## src/rtl/parity_share_ctrl.sv

```systemverilog
// Round-robin shared serial parity engine: N_REQ requesters feed one bit-serial
// XOR folder; each result is tagged with the word and the source index.
module parity_share_ctrl #(
  parameter int N_REQ  = 4,
  parameter int DATA_W = 8,
  parameter int ODD    = 0
) (
  input  logic                      clk,
  input  logic                      rst,
  input  logic [N_REQ-1:0]          req_valid,
  input  logic [N_REQ*DATA_W-1:0]   req_data,
  output logic [N_REQ-1:0]          req_ready,
  output logic                      out_valid,
  input  logic                      out_ready,
  output logic                      out_parity,
  output logic [DATA_W-1:0]         out_data,
  output logic [$clog2(N_REQ)-1:0]  out_id,
  output logic                      busy
);

  localparam int   ID_W    = $clog2(N_REQ);
  localparam int   CNT_W   = $clog2(DATA_W);
  localparam logic ODD_BIT = (ODD != 0);

  typedef enum logic [1:0] {
    IDLE,
    SHIFT,
    DONE
  } state_t;

  state_t state, state_nx;

  logic [DATA_W-1:0] words [N_REQ];
  logic [DATA_W-1:0] sh;
  logic              acc;
  logic [CNT_W-1:0]  cnt;
  logic [ID_W-1:0]   last;
  logic [ID_W-1:0]   gnt_idx;
  logic              gnt_any;
  logic              accept;
  logic              last_bit;
  int unsigned       scan;

  for (genvar i = 0; i < N_REQ; i++) begin : g_unpack
    assign words[i] = req_data[i*DATA_W +: DATA_W];
  end

  assign last_bit = (cnt == CNT_W'(DATA_W - 1));
  assign busy     = (state != IDLE);

  // Scan upward from the slot after the last winner; first hit wins.
  always_comb begin
    gnt_any = 1'b0;
    gnt_idx = '0;
    scan    = 0;
    for (int unsigned k = 1; k <= N_REQ; k++) begin
      scan = (32'(last) + k) % N_REQ;
      if (!gnt_any && req_valid[ID_W'(scan)]) begin
        gnt_any = 1'b1;
        gnt_idx = ID_W'(scan);
      end
    end
  end

  always_ff @(posedge clk) begin
    if (rst) state <= IDLE;
    else     state <= state_nx;
  end

  always_comb begin
    state_nx  = state;
    req_ready = '0;
    accept    = 1'b0;
    case (state)
      IDLE: begin
        if (gnt_any) begin
          req_ready[gnt_idx] = 1'b1;
          accept             = 1'b1;
          state_nx           = SHIFT;
        end
      end
      SHIFT: begin
        if (last_bit) state_nx = DONE;
      end
      DONE: begin
        if (out_ready) state_nx = IDLE;
      end
      default: state_nx = IDLE;
    endcase
  end

  always_ff @(posedge clk) begin
    if (rst) begin
      sh         <= '0;
      acc        <= 1'b0;
      cnt        <= '0;
      last       <= ID_W'(N_REQ - 1);
      out_valid  <= 1'b0;
      out_parity <= 1'b0;
      out_data   <= '0;
      out_id     <= '0;
    end else begin
      case (state)
        IDLE: begin
          if (accept) begin
            sh       <= words[gnt_idx];
            out_data <= words[gnt_idx];
            out_id   <= gnt_idx;
            acc      <= 1'b0;
            cnt      <= '0;
            last     <= gnt_idx;
          end
        end
        SHIFT: begin
          acc <= acc ^ sh[0];
          sh  <= sh >> 1;
          cnt <= cnt + 1'b1;
          // Fold in the final bit directly so the result lands on the DATA_W-th edge.
          if (last_bit) begin
            out_parity <= acc ^ sh[0] ^ ODD_BIT;
            out_valid  <= 1'b1;
          end
        end
        DONE: begin
          if (out_ready) out_valid <= 1'b0;
        end
        default: ;
      endcase
    end
  end

  always_ff @(posedge clk) begin
    if (!rst) assert ($onehot0(req_ready));
  end

endmodule

```

## config.mk

```make
export PLATFORM = sky130hd
export DESIGN_NAME = parity_share_ctrl
export DESIGN_NICKNAME = d
export VERILOG_FILES = /design/src/rtl/parity_share_ctrl.sv
export SDC_FILE = /design/constraint.sdc
export NUM_CORES = 1
export LEC_CHECK = 0
export ABC_AREA = 1
export CAP_MARGIN = 40
export CORE_MARGIN = 1
export CORE_UTILIZATION = 50
export DETAILED_ROUTE_END_ITERATION = 10
export GPL_ROUTABILITY_DRIVEN = 0
export PLACE_DENSITY = 0.86
export SYNTH_ARGS = -nofsm -noshare
export SYNTH_HDL_FRONTEND = slang
export SYNTH_SLANG_ARGS = --single-unit
export TNS_END_PERCENT = 20
```

## constraint.sdc

```tcl
create_clock -name clk -period 3.25 [get_ports clk]
set_clock_uncertainty 0.15 [all_clocks]
set_input_delay 0.65 -clock clk [delete_from_list [all_inputs] [get_ports clk]]
set_output_delay 0.65 -clock clk [all_outputs]
set_load 0.02 [all_outputs]
```

Yosys cells after proc, flatten, opt, wreduce, memory -nomap -nowiden
Cells that the tools add are included.
Widths: inputs -> output; s select.

word-level totals
  output and inout port bits = 17
  register bits after elaboration = 28
  word-level logic and storage cells = 84
  bits in writable memories = 0
  input bits = 39
  bits in latches = 0
  ROM bits = 0
  memories = 0

cells by class
  $lt $le $gt $ge = 7
  div/mod/pow operators = 0
  multipliers = 0
  equality and inequality tests = 7
  shifts and indexed selects = 0
  multiplexer cells = 38
  add/subtract/negate cells = 5
  reductions and logical operators = 16
  bitwise operators = 2

operators with widths
  operator             count
  $mux 8               3
  $bmux 8 s2           1
  $pmux 8 s2           1
  $lt 2x3->1 const B   5
  $mux 1               14
  $mux 2               7
  $bmux 1 s2           4
  $mux 4               2
  $ne 2x2->1 const B   4
  $pmux 2 s3           1
  $pmux 3 s2           1
  $reduce_and 2->1     3
  $reduce_and 3->1     2
  $reduce_bool 2->1    3
  $add 2x1->2 const B  2
  $add 2x2->2 const B  2
  $logic_and 1x1->1    4
  $pmux 1 s2           2
  $add 3x1->3 const B  1
  $eq 3x3->1 const B   1
  $ge 3x3->1 const B   1
  $logic_not 1->1      3
  $mux 3               1
  $not 2->3            1
  other kinds (6)      6

Logic depth before layout (Yosys ltp)
  depth in word-level cells = 19
  mapped depth = 17
  gate-level depth less buffers = 16

Least setup slack after synthesis
OpenSTA, ideal clock, no wires.

  kind = in2out
  from = in req_valid[3]
  to = out req_ready[2]
  stages = 10
  data required time = 2.450 ns
  path slack = 0.530 ns
  buffers on the path = 1
  arrival time = 1.920 ns
  path through = nand2_1 > nand2_1 > nand2_1 > nand2_1 > nor2_4 > nand3_4 > nand3_4 > buf_6 > inv_4 > nor3_1

between the ends
  word-level cells in the longest chain between the ends = 18
  elaborated cells on any way between the ends = 29
  those cells by class = 2 x order compare; 20 x mux; 7 x reduce/logical

ends and longest elaborated chain
  element                                                         RTL line  text
  from (decl)                                                     10        input logic [N_REQ-1:0] req_valid,
  $bmux 1 s2                                                      58        if (!gnt_any && req_valid[ID_W'(scan)]) begin
  $mux 1 (implied by the code)                                    58
  $mux 1                                                          58
  $logic_not 1->1                                                 58
  $logic_and 1x1->1                                               58
  $mux 1                                                          58
  $logic_not 1->1                                                 58
  $logic_and 1x1->1                                               58
  [... 2 more ...]                                                -
  $logic_and 1x1->1                                               58
  $mux 2                                                          58
  $lt 2x3->1 (implied by the code) or $ge 2x1->1 (tied branches)  77        req_ready[gnt_idx] = 1'b1;
  $logic_and 1x1->1 (implied by the code)                         77
  $mux 1 (implied by the code)                                    77
  $demux 1 s2                                                     77
  $mux 4 *                                                        76        if (gnt_any) begin
  $mux 4 *                                                        74        case (state)
  to (decl)                                                       12        output logic [N_REQ-1:0] req_ready,

Every way passes the cells marked *; elsewhere a longest branch is shown, timed or not. The select of a mux whose other input is x is not followed.

Worst setup path in the final report
  from = in req_valid[2]
  to = out req_ready[2]

The elaborated chain is that of the path after synthesis.

==> results.txt <==
Entering global routing, the biggest net connects 22 pins. The tools report the DRC violation count after routing as 0. The most frequent standard cell in the layout excluding fill and tap cells is sky130_fd_sc_hd__nand2_1. The initial core utilization is 0.530, and the area of the die is 3840 sq um. The flow ran to the end, and the final reports show no timing, DRC or antenna violations. After synthesis the netlist holds a flip-flop and latch count of 28. In this run the register-to-register setup slack is 0.73 ns. The min-delay analysis places its worst path in the category reg -> reg. The initial antenna violation count was 0. Counting along the longest clock path gives a buffer depth of 2. The final number of hold-violating endpoints was 0; the area share of fa/ha/maj cells after synthesis was 0.0139. The multi-input combinational cells in the finished layout cover a total of 952 sq um.

The origin of the worst min-delay path was out_parity. Clock-pin slew was measured on the worst setup and hold paths at 0.15 ns. The worst path in the final design needs a cycle of 3.18 ns, including I/O delays and setup. The floorplan has 21 rows. The worst hold path terminates at out_parity. Combinational family with the most area after synthesis: simple AND/OR/NAND/NOR gates. For the post-DP HPWL, the log shows 3.31 mm.

The clock tree root driver cell is sky130_fd_sc_hd__clkbuf_4. Detailed routing inserted a total of 1862 vias. The run gives 0.231 as the global router's overall resource usage.

The final clock period utilization by the worst path works out to 0.977. Power spread over the standard cell area amounts to 987 nW/um^2. The floorplan step set the die height to 61.9 um. 56 I/O pins were placed. At the worst endpoint, the required time is 2.45 ns.

The library cells used most frequently in the layout, excluding fill and tap cells, are sky130_fd_sc_hd__nand2_1 (91), sky130_fd_sc_hd__inv_1 (57), sky130_fd_sc_hd__clkdlybuf4s50_1 (51). In this run, placement finished with an instance count of 389. The tools report the number of CTS-inserted buffers as 3. The tools report the portion of total power attributed to sequential cells as 0.208. Predominant post-synthesis flop cell: sky130_fd_sc_hd__dfxtp_1.

The first global-routing pass estimated 6.65 mm of wire. The multiplexer area fraction after synthesis is 0, and the relative contribution of the clock network to total power is 0.071. The run gives 0 as the number of setup buffers added after CTS. The critical path start-end classification was in -> out. The synthesized-area fraction occupied by xor and xnor cells was 0.00487.

The worst hold path was traced through 2 stages. The simple logic cell fraction of the synthesized area came out at 0.439. The tools report the peak ir drop on the vdd network as 0.000496 V. Number of fillers in the final layout: 270.

TritonCTS built the clock tree. The logs give 0.326 ns for the worst hold slack and 0.721 for the relative contribution of combinational cells to total power. In the routed layout, each cell is associated on average with a via count of 4.74. The logs give 0 for the final global-route overflow total and 0.312 for the sequential fraction of the synthesis area. In the final layout, flip-flops and latches occupy 561 sq um.

The finished layout holds 393 standard cells, fillers aside. Buffers placed on the I/O ports in this run total 55. The cell count after synthesis came out at 284. The endpoint of the lowest-slack register-to-register path is out_data[0]. The average instance in the mapped netlist occupies 6.33 sq um. Clock tree synthesis found a total of 28 sinks.

The H-tree level count is 1, and the number of antenna-violating nets in the routed design is 0. The logs give 3390 sq um for the placeable core region and 0 for the number of endpoints failing setup at the final stage. Max-cap violations in this run came to 0. The logs give 389 for the post-layout net count and 0 for the number of warning messages in the yosys log. The via count of the first global-routing pass is 1656, and the actual slew at the worst max-slew pin is 0.504 ns. The number of DRC markers after the initial detailed-route iteration is 94, and the cell-internal power is 1.22 mW. For this run, the top clock speed supported by timing is 315 MHz. Dividing the detail-routed wire length by the instance count gives 10.5 um. The run gives 0.662 as the normalized max-slew margin. The total iterations of the first detailed-routing run was 4; the net switching share of the total power was 0.498.

The largest fanout on the critical path was 5; the share of cells above drive strength 1 was 0.112. Source of the worst register-to-register timing path: last[0]. Summing every instance area after synthesis gives 1800 sq um.

Number of slew-limit violations in the final report: 0. The switching component of the power came out at 1.21 mW. The nature of the critical path startpoint is a primary input. Setup repair after global routing could not meet its margin everywhere.

Counting cells, the worst reg-to-reg path comes to 15. Latest clock arrival within the worst-skew pair: 0.33 ns. STA classifies the critical path endpoint as an output port.

From synthesis to final layout, the design area changed by 36.6%. For this block, the routed nets add up to 4.14 mm of wire. The data arrival time at the worst-slack endpoint came out at 2.38 ns.

The post-synthesis async set-or-reset flop share was 0. The number of antenna cells inserted is 0. The synthesized-area fraction occupied by ao, oa, aoi and oai cells is 0.0717. The synthesized net count is 325, and the unique cell type count in the Yosys netlist is 30.

For this design the static power due to leakage is 1.28 nW. Measured along the x axis, the die boundary spans 61.9 um. In this run, synthesis inferred 0 flip-flops with an integrated enable.
-- state kept, by name, summed over array words and instances, names as in the netlist --
name,flops
out_data,8
sh,8
cnt,3
last,2
out_id,2
state,2
acc,1
out_parity,1
out_valid,1
-- worst max-delay path, stage by stage --
cell and delay (ns):
sky130_fd_sc_hd__clkdlybuf4s50_1 0.50, sky130_fd_sc_hd__nand2_1 0.07, sky130_fd_sc_hd__nand2_1 0.13, sky130_fd_sc_hd__nand2_1 0.09, sky130_fd_sc_hd__nand2_2 0.10, sky130_fd_sc_hd__inv_1 0.07, sky130_fd_sc_hd__nand2_1 0.08, sky130_fd_sc_hd__nand2_2 0.08
sky130_fd_sc_hd__nand3_4 0.12, sky130_fd_sc_hd__inv_4 0.05, sky130_fd_sc_hd__nor3_1 0.23, sky130_fd_sc_hd__buf_4 0.20
-- per-stage QoR --
step	utilization	setup WS [ns]	total power, mW	setup TNS, ns	cell area [sq um]
4_1_cts	0.729	0.0134	2.44	0	2470
5_1_grt	0.724	-0.0141	2.66	-0.0141	2450
2_1_floorplan	-	0.530	1.74	0	1800
6_report	0.724	0.0750	2.42	0	2450
3_3_place_gp	0.718	-0.245	2.24	-0.890	2430
3_5_place_dp	0.718	-0.331	2.28	-1.20	2430
-- logic make-up after synthesis --
kind of cell,after synthesis
buffers and inverters,68
xor gates and xnor gates,1
and+or+nand+nor,163
adders and majority gates,2
DFF,28
AOI/OAI and AO/OA,22
-- cell type report --
class	count	share of cell area
clock buffer	4	0.0148
multi-input combinational	188	0.388
timing repair buffer	65	0.249
sequential	28	0.228
inverter	62	0.0968
tap	46	0.0234
-- power by group through the flow --
stage | Sequential [mW] | Clock (mW) | Combinational [mW]
after CTS | 0.505 | 0.176 | 1.76
after global routing | 0.518 | 0.188 | 1.95
after floorplan | 0.539 | 0 | 1.21
after detailed placement | 0.512 | 0 | 1.77
after global placement | 0.509 | 0 | 1.73
final | 0.505 | 0.172 | 1.75
-- cell usage after synthesis, drive strengths merged (2+ instances only) --
library cell / n / share of area
nand3: 33 / 0.11
o21ai: 4 / 0.011
a21oi: 10 / 0.028
inv: 61 / 0.13
nand3b: 6 / 0.025
buf: 5 / 0.024
or2: 8 / 0.028
o22ai: 5 / 0.017
dfxtp: 28 / 0.31
nand2: 98 / 0.22
o211ai: 3 / 0.015
ha: 2 / 0.014
nor2: 14 / 0.047
nand4: 3 / 0.010
-- metal layers --
| layer | part of all wire | global-route usage |
|---|---|---|
| met5 | 0 | 0 |
| met2 | 0.51 | 0.462 |
| met3 | 0.048 | 0.0414 |
| met1 | 0.43 | 0.260 |
| met4 | 0.0029 | 0.0222 |
-- worst max-delay path by stage --
stage / startpoint / end / slack, ns / cells past startpoint
after detailed placement: req_valid[2] / req_ready[2] / -0.33 / 12
after CTS: req_valid[2] / req_ready[2] / 0.01 / 12
after global placement: req_valid[0] / req_ready[0] / -0.25 / 14
final: req_valid[2] / req_ready[2] / 0.07 / 12
after global routing: req_valid[2] / req_ready[2] / -0.01 / 12
after floorplan: req_valid[3] / req_ready[2] / 0.53 / 10
-- repair_timing --
action / 4_1_cts / 5_1_grt
gates resized for setup: 11 / 7
pin swaps: 0 / 0
setup endpoints to repair: 4 / 4
hold buffers: 0 / 0
Note: power is estimated with default switching activity, not from simulation.
